## config.mk

```make
export PLATFORM = sky130hd
export DESIGN_NAME = traffic_fsm
export DESIGN_NICKNAME = d
export VERILOG_FILES = /design/src/rtl/traffic_pkg.sv /design/src/rtl/traffic_fsm_tick_divider.sv /design/src/rtl/traffic_fsm.sv
export SDC_FILE = /design/constraint.sdc
export NUM_CORES = 1
export LEC_CHECK = 0
export CORE_AREA = 2 2 71 73
export DETAILED_ROUTE_END_ITERATION = 12
export DIE_AREA = 0 0 73 75
export PLACE_DENSITY = 0.74
export SYNTH_ARGS = -nofsm -noshare
export SYNTH_HDL_FRONTEND = slang
export SYNTH_SLANG_ARGS = --single-unit
```

## constraint.sdc

```tcl
create_clock -name clk -period 5.5 [get_ports clk]
set_clock_uncertainty 0.05 [all_clocks]
set_input_delay 1.1 -clock clk [delete_from_list [all_inputs] [get_ports clk]]
set_output_delay 1.1 -clock clk [all_outputs]
set_load 0.02 [all_outputs]
```

## src/rtl/traffic_pkg.sv

```systemverilog
// rtl/traffic_pkg.sv - phase codes and default durations shared with the lamp decoder and display driver
package traffic_pkg;

  localparam logic [1:0] PH_RED    = 2'b00;
  localparam logic [1:0] PH_GREEN  = 2'b01;
  localparam logic [1:0] PH_YELLOW = 2'b10;
  localparam logic [1:0] PH_OFF    = 2'b11;

  localparam int DEF_TICK_DIV = 50_000_000;
  localparam int DEF_RED_T    = 30;
  localparam int DEF_GREEN_T  = 27;
  localparam int DEF_BLINK_T  = 3;
  localparam int DEF_YELLOW_T = 3;
  localparam int DEF_CNT_W    = 8;

  function automatic logic [1:0] next_phase(input logic [1:0] ph);
    case (ph)
      PH_RED:   return PH_GREEN;
      PH_GREEN: return PH_YELLOW;
      default:  return PH_RED;
    endcase
  endfunction

endpackage

```

## src/rtl/traffic_fsm_tick_divider.sv

```systemverilog
// rtl/traffic_fsm_tick_divider.sv - 1 Hz prescaler: div_cnt, tick and second_half
module tick_divider
  import traffic_pkg::*;
#(
  parameter  int TICK_DIV = DEF_TICK_DIV,
  localparam int DIV_W    = $clog2(TICK_DIV)
) (
  input  logic             clk,
  input  logic             rst_n,
  input  logic             en,
  input  logic             clr,
  output logic [DIV_W-1:0] div_cnt,
  output logic             tick,
  output logic             second_half
);

  localparam logic [DIV_W-1:0] LAST = DIV_W'(TICK_DIV - 1);
  localparam logic [DIV_W-1:0] HALF = DIV_W'(TICK_DIV / 2);

  assign tick        = en && (div_cnt == LAST);
  assign second_half = (div_cnt >= HALF);

  always_ff @(posedge clk or negedge rst_n) begin
    if (!rst_n) begin
      div_cnt <= '0;
    end else if (clr) begin
      div_cnt <= '0;
    end else if (en) begin
      div_cnt <= tick ? '0 : div_cnt + DIV_W'(1);
    end
  end

endmodule

```

## src/rtl/traffic_fsm.sv

```systemverilog
// rtl/traffic_fsm.sv - phase sequencer with per-phase countdown and green-tail blink
// Optional flashing-yellow night mode via TRAFFIC_NIGHT_EN.
module traffic_fsm
  import traffic_pkg::*;
#(
  parameter int TICK_DIV = DEF_TICK_DIV,
  parameter int RED_T    = DEF_RED_T,
  parameter int GREEN_T  = DEF_GREEN_T,
  parameter int BLINK_T  = DEF_BLINK_T,
  parameter int YELLOW_T = DEF_YELLOW_T,
  parameter int CNT_W    = DEF_CNT_W
) (
  input  logic             clk,
  input  logic             rst_n,
  input  logic             en,
`ifdef TRAFFIC_NIGHT_EN
  input  logic             night,
`endif
  output logic [1:0]       state,
  output logic             blink,
  output logic [CNT_W-1:0] remain,
  output logic             sec_tick
);

  localparam int DIV_W = $clog2(TICK_DIV);

  logic [DIV_W-1:0] div_cnt;
  logic             tick_run;
  logic             second_half;
  logic             night_on;
  logic             night_exit;
  logic             run;
  logic             fsm_tick;
  logic             half_nx;
  logic             blink_d;
  logic [1:0]       state_nx;
  logic [CNT_W-1:0] remain_nx;

`ifdef TRAFFIC_NIGHT_EN
  logic night_q;

  always_ff @(posedge clk or negedge rst_n) begin
    if (!rst_n) night_q <= 1'b0;
    else        night_q <= night;
  end

  assign night_on   = night;
  assign night_exit = night_q && !night;
`else
  assign night_on   = 1'b0;
  assign night_exit = 1'b0;
`endif

  // Night flashing needs the prescaler running even when en is low.
  assign run      = en || night_on;
  assign fsm_tick = tick_run && !night_on && !night_exit;

  tick_divider #(.TICK_DIV(TICK_DIV)) u_div (
    .clk         (clk),
    .rst_n       (rst_n),
    .en          (run),
    .clr         (night_exit),
    .div_cnt     (div_cnt),
    .tick        (tick_run),
    .second_half (second_half)
  );

  // Registered outputs are computed from post-edge values so blink lines up with remain.
  assign half_nx = night_exit ? 1'b0 :
                   !run       ? second_half :
                   (!tick_run && (second_half || div_cnt == DIV_W'(TICK_DIV / 2 - 1)));

  function automatic logic [CNT_W-1:0] phase_len(input logic [1:0] ph);
    case (ph)
      PH_GREEN:  return CNT_W'(GREEN_T);
      PH_YELLOW: return CNT_W'(YELLOW_T);
      default:   return CNT_W'(RED_T);
    endcase
  endfunction

  always_comb begin
    state_nx  = state;
    remain_nx = remain;
    if (night_exit) begin
      state_nx  = PH_RED;
      remain_nx = CNT_W'(RED_T);
    end else if (night_on) begin
      state_nx = half_nx ? PH_OFF : PH_YELLOW;
    end else if (state == PH_OFF) begin
      state_nx  = PH_RED;
      remain_nx = CNT_W'(RED_T);
    end else if (fsm_tick) begin
      if (remain <= CNT_W'(1)) begin
        state_nx  = next_phase(state);
        remain_nx = phase_len(next_phase(state));
      end else begin
        remain_nx = remain - CNT_W'(1);
      end
    end
  end

  assign blink_d = en && !night_on && (state_nx == PH_GREEN) &&
                   (remain_nx <= CNT_W'(BLINK_T)) && half_nx;

  always_ff @(posedge clk or negedge rst_n) begin
    if (!rst_n) begin
      state    <= PH_RED;
      remain   <= CNT_W'(RED_T);
      blink    <= 1'b0;
      sec_tick <= 1'b0;
    end else begin
      state    <= state_nx;
      remain   <= remain_nx;
      blink    <= blink_d;
      sec_tick <= fsm_tick;
    end
  end

endmodule

```

Word level (Yosys, flattened, before mapping):

Index checks and enable logic that the tools add are counted.

* shifts and indexed selects: 0
* add/sub/neg operators: 2
* equality and inequality tests: 7
* $lt $le $gt $ge: 3
* bitwise operators: 0
* muxes and demuxes: 13
* multiply operators: 0
* div/mod/pow operators: 0
* reduce and logical (&&, ||, !) cells: 8

Operator list (count)
* $add 26x1->26 const B: 1
* $eq 26x25->1 const B: 1
* $eq 26x26->1 const B: 1
* $ge 26x25->1 const B: 1
* $mux 26: 1
* $mux 8: 3
* $mux 2: 6
* $pmux 5 s2: 1
* $le 8x1->1 const B: 1
* $le 8x2->1 const B: 1
* $sub 8x1->8 const B: 1
* $eq 2x1->1 const B: 3
* $logic_and 1x1->1: 5
* $eq 2x2->1 const B: 2
* $pmux 2 s2: 1
* $logic_not 2->1: 1
* $logic_not 1->1: 1
* $logic_or 1x1->1: 1
* $mux 1: 1

* memories kept: 0
* register bits: 38
* word-level logic and storage cells: 38
* input bits: 3
* RAM bits: 0
* bits in read-only memories: 0
* latch bits: 0
* output and inout bits: 12

Logic depth before layout (Yosys ltp):

* word-level depth: 13
* mapped depth: 9
* mapped depth without buffers: 7

By module:

Synthesis repeated with hierarchy kept, for this count alone.

* cells, all modules: 278
* area total of the unflattened synthesis: 2537.4 um^2

Modules (own cells, without submodules)
* tick_divider: area each 1732.9 um^2, seq. area each 650.6 um^2, cells each 195, times used 1
* traffic_fsm: area each 804.5 um^2, seq. area each 305.3 um^2, cells each 83, times used 1

Least setup slack after synthesis:

Ideal clock, no wire load.

* path kind: input port to flip-flop
* from: in en
* to: reg blink
* slack: 2575 ps
* buffers on the path: 2
* stages on the path: 7
* arrival: 2738 ps
* cell sequence: clkbuf_1 -> and4_1 -> buf_4 -> and3_1 -> or4_2 -> a2111oi_0 -> nor4_1

* cells in the longest elaborated chain, start to end: 7
* elaborated cells on any way between the ends: 13

Ends and longest elaborated chain
* start: declaration: RTL line traffic_fsm.sv:15 `input logic en,`
* parallel branches: the longest is 6 deep, another holds $le 8x2->1
* $logic_and 1x1->1 (*): RTL line traffic_fsm.sv:103 `(remain_nx <= CNT_W'(BLINK_T)) && half_nx;`
* net blink_d: RTL line traffic_fsm.sv:35 `logic blink_d;`
* end signal: assignment: RTL line traffic_fsm.sv:114 `blink <= blink_d;`
* end: declaration: RTL line traffic_fsm.sv:20 `output logic blink,`

Mark *: on every way through the listed nets, which the timed path passes.
A chain may end at the register's enable or synchronous reset.

Worst setup path in the final report:

* from: in en
* to: reg remain[1]

* cells in the longest elaborated chain, start to end: 3

Ends and longest elaborated chain
* $logic_and 1x1->1: RTL line traffic_fsm_tick_divider.sv:20 `assign tick = en && (div_cnt == LAST);`
* $mux 8: RTL line traffic_fsm.sv:92 `end else if (fsm_tick) begin`
* $mux 8: RTL line traffic_fsm.sv:89 `end else if (state == PH_OFF) begin`
* net remain_nx[1]: RTL line traffic_fsm.sv:37 `logic [CNT_W-1:0] remain_nx;`
* end signal: assignment: RTL line traffic_fsm.sv:108 `remain <= CNT_W'(RED_T);`
* end signal: assignment: RTL line traffic_fsm.sv:113 `remain <= remain_nx;`
* end: declaration: RTL line traffic_fsm.sv:21 `output logic [CNT_W-1:0] remain,`

The timed path passes the listed nets, and every way through them passes these cells.

==> flow_summary.ini <==
[run_status]
status = completed

[logic_synthesis]
synth_largest_area_cell = dfrtp_1
synth_area_leaders = dfrtp_1 41%, xor2_1 6.4%, dfstp_2 5.1%, nor2_1 4.2%, nand2_1 3.1%
yosysUniqueCellTypes = 46
syn-cell-area_um2 = 2061
synthCells = 215
synth-main-ff-cell = dfrtp_1
syn_avg_cell_area_um2 = 9.585
async_flop_share = 1.000
yosys_warnings = 0
syn_nets = 222
synth_edf_count = 0
synth-seq-cells = 38
netlist.area_leader.share = 0.4129
ys_seq_area_frac = 0.4639

[sta]
setup_ws_ns = 2.169
worstMarginPinSlew_ns = 1.041
slew_violations = 0
setup_viol = 0
min_period_ns = 3.331
fin_crit_sh = 0.6057
relSlewSlack = 0.2994
fmax_mhz = 300.2
rsz0062_at_grt = no
fin_setup_tns_ns = 0
hold_viol_final = 0

[clock_tree]
cts_buffers = 5
cts_setup_buffers = 0
ctsHoldBuffers = 0
path_clk_slew_ns = 0.07
cts_resized = 0
root_buffer = clkbuf_8
cts.sinks = 38
clock_latency_ns = 0.29
max-clock-path-buffers = 2
cts_tree = yes
h-tree-depth = 2

[worst_hold_path]
min_to = u_div.div_cnt[4]
hold_class = reg2reg
hold_depth = 1
hp-start = u_div.div_cnt[4]

[floorplan]
dieArea_um2 = 5475
fp.dieH_um = 75
ios = 15
core_area_um2 = 4661
die_x_um = 73
start_util = 0.4421
rows = 25

[final_layout]
area_growth_pct = 11.35
fillers = 410
final_cell_mix = 34 x dfrtp_1, 23 x nor2_1, 17 x nand2_1, 15 x xor2_1, 13 x clkdlybuf4s50_1
layout_commonest_cell = dfrtp_1
antenna_cells = 0
nets = 232
drive_above_1_share = 0.09292
design_area_um2 = 2295

[critical_path]
crit_path_max_fanout = 20
critPathKind = in2reg
rr_worst_depth = 6
timing.rr.start = u_div.div_cnt[8]
rr_endpoint = remain[1]
critPathLaunchType = input pin
reg2reg_slack_ns = 2.65
cp-end-kind = flip-flop
required_ns = 5.65
arrival_ns = 3.48

[flow_run]
maxCapViolations = 0

[place]
gp_congestion = 0.8167
hpwlAfterDp_um = 2748
dp_slack_ns = 1.881
placed_area_um2 = 2203
io_buffers = 14

[pwr]
netSwitchingFraction = 0.2415
p_leak_nw = 1.007
clkPwrFrac = 0.353
power.internal_mw = 0.4162
peakVddDrop_mv = 0.2020
switching_power_mw = 0.1325
pwr-share-seq = 0.572
power.density_nw_per_um2 = 239.1
combinationalPowerShare = 0.075

[routing]
firstDrtPassIters = 4
antenna_left = 0
drtIter0Drc = 88
wl_um = 3950
num_vias = 1572
vias_per_cell = 5.614
maxUsedRoutingLayer = met4
drt-met1-wl_um = 1965
wl_met3_um = 132
drt-wirelength-per-cell_um = 14.11
wl_met2_um = 1785
drc = 0

[global_routing]
grt_antenna_before_repair = 0
grt_pass1_wl_um = 6748
overflow = 0
grt_max_degree = 39
grtUsageTotal = 0.1588
grt_pass1_vias = 1501
how the worst max path moves through the flow:
stage               start        end  slack (ns)  depth (start not counted)
floorplan              en      blink        2.57                          7
global placement       en  remain[1]        1.94                          7
detailed placement     en  remain[1]        1.88                          7
CTS                    en  remain[1]        2.18                          7
global route           en  remain[4]        1.96                          7
finish                 en  remain[1]        2.17                          7
kinds of logic after synthesis:
group           Yosys count  share of synthesized area
simple gates            104                     0.2805
flops                    38                     0.4639
compound gates           32                     0.1038
xor+xnor                 21                    0.08925
buf+inv                  16                    0.03825
fa+ha+maj                 4                    0.02429
power by group through the flow:
stage,registers [mW],clock network (mW),logic [mW]
after detailed placement,0.319,0,0.0416
after global placement,0.318,0,0.0406
final,0.314,0.194,0.0410
after global routing,0.316,0.210,0.0494
after CTS,0.314,0.200,0.0420
after floorplan,0.315,0,0.0307
sequential cells by signal, summed over array words and instances, names as in the netlist:
signal	count
remain	8
sec_tick	1
u_div.div_cnt	26
state	2
blink	1
synth_stat cells, types with 4 or more instances:
| library cell | n |
|---|---|
| xnor2_1 | 6 |
| nand4_1 | 6 |
| nor2_1 | 23 |
| and4_1 | 4 |
| dfrtp_1 | 34 |
| nand2_1 | 17 |
| nor3_1 | 4 |
| dfstp_2 | 4 |
| nor4_1 | 5 |
| o21ai_0 | 8 |
| xor2_1 | 15 |
| nand3_1 | 11 |
| a21oi_1 | 7 |
| or3_1 | 4 |
| and3_1 | 8 |
| inv_1 | 5 |
| ha_1 | 4 |
| o31ai_1 | 4 |
| clkbuf_1 | 7 |
area by class of cell:
class / instances / area (um^2) / share of cell area
flip-flops and latches: 38 / 955.9 / 0.4166
inverters: 5 / 18.77 / 0.008179
repair buffers: 14 / 135.1 / 0.05889
clock inverters: 1 / 5.005 / 0.002181
well taps: 54 / 67.56 / 0.02944
multi-input cells: 161 / 1026 / 0.4471
clock buffers: 7 / 86.33 / 0.03762
worst max-delay path, stage by stage:
cell             delay, ns
clkdlybuf4s50_1       0.61
and4_1                0.38
nand2_1               0.14
or3_4                 0.47
inv_1                 0.47
and3_1                0.24
o21ai_1               0.06
through the flow:
step / cells / hold slack, ns / power (mW) / util
6_report: 280 / 0.4275 / 0.5487 / 0.4923
5_1_grt: 280 / 0.4348 / 0.5744 / 0.4923
4_1_cts: 280 / 0.4253 / 0.5553 / 0.4923
3_5_place_dp: 272 / 0.4113 / 0.3603 / 0.4728
3_3_place_gp: 272 / 0.4073 / 0.3590 / 0.4728
2_1_floorplan: 215 / 0.3885 / 0.3461 / -
per-layer routing:
metal / global-route usage / vias up
li1: - / 788
met1: 0.2203 / 745
met2: 0.2392 / 34
met3: 0.03481 / 5
met4: 0.07202 / 0
met5: 0 / -
(Power assumes the default switching activity.)
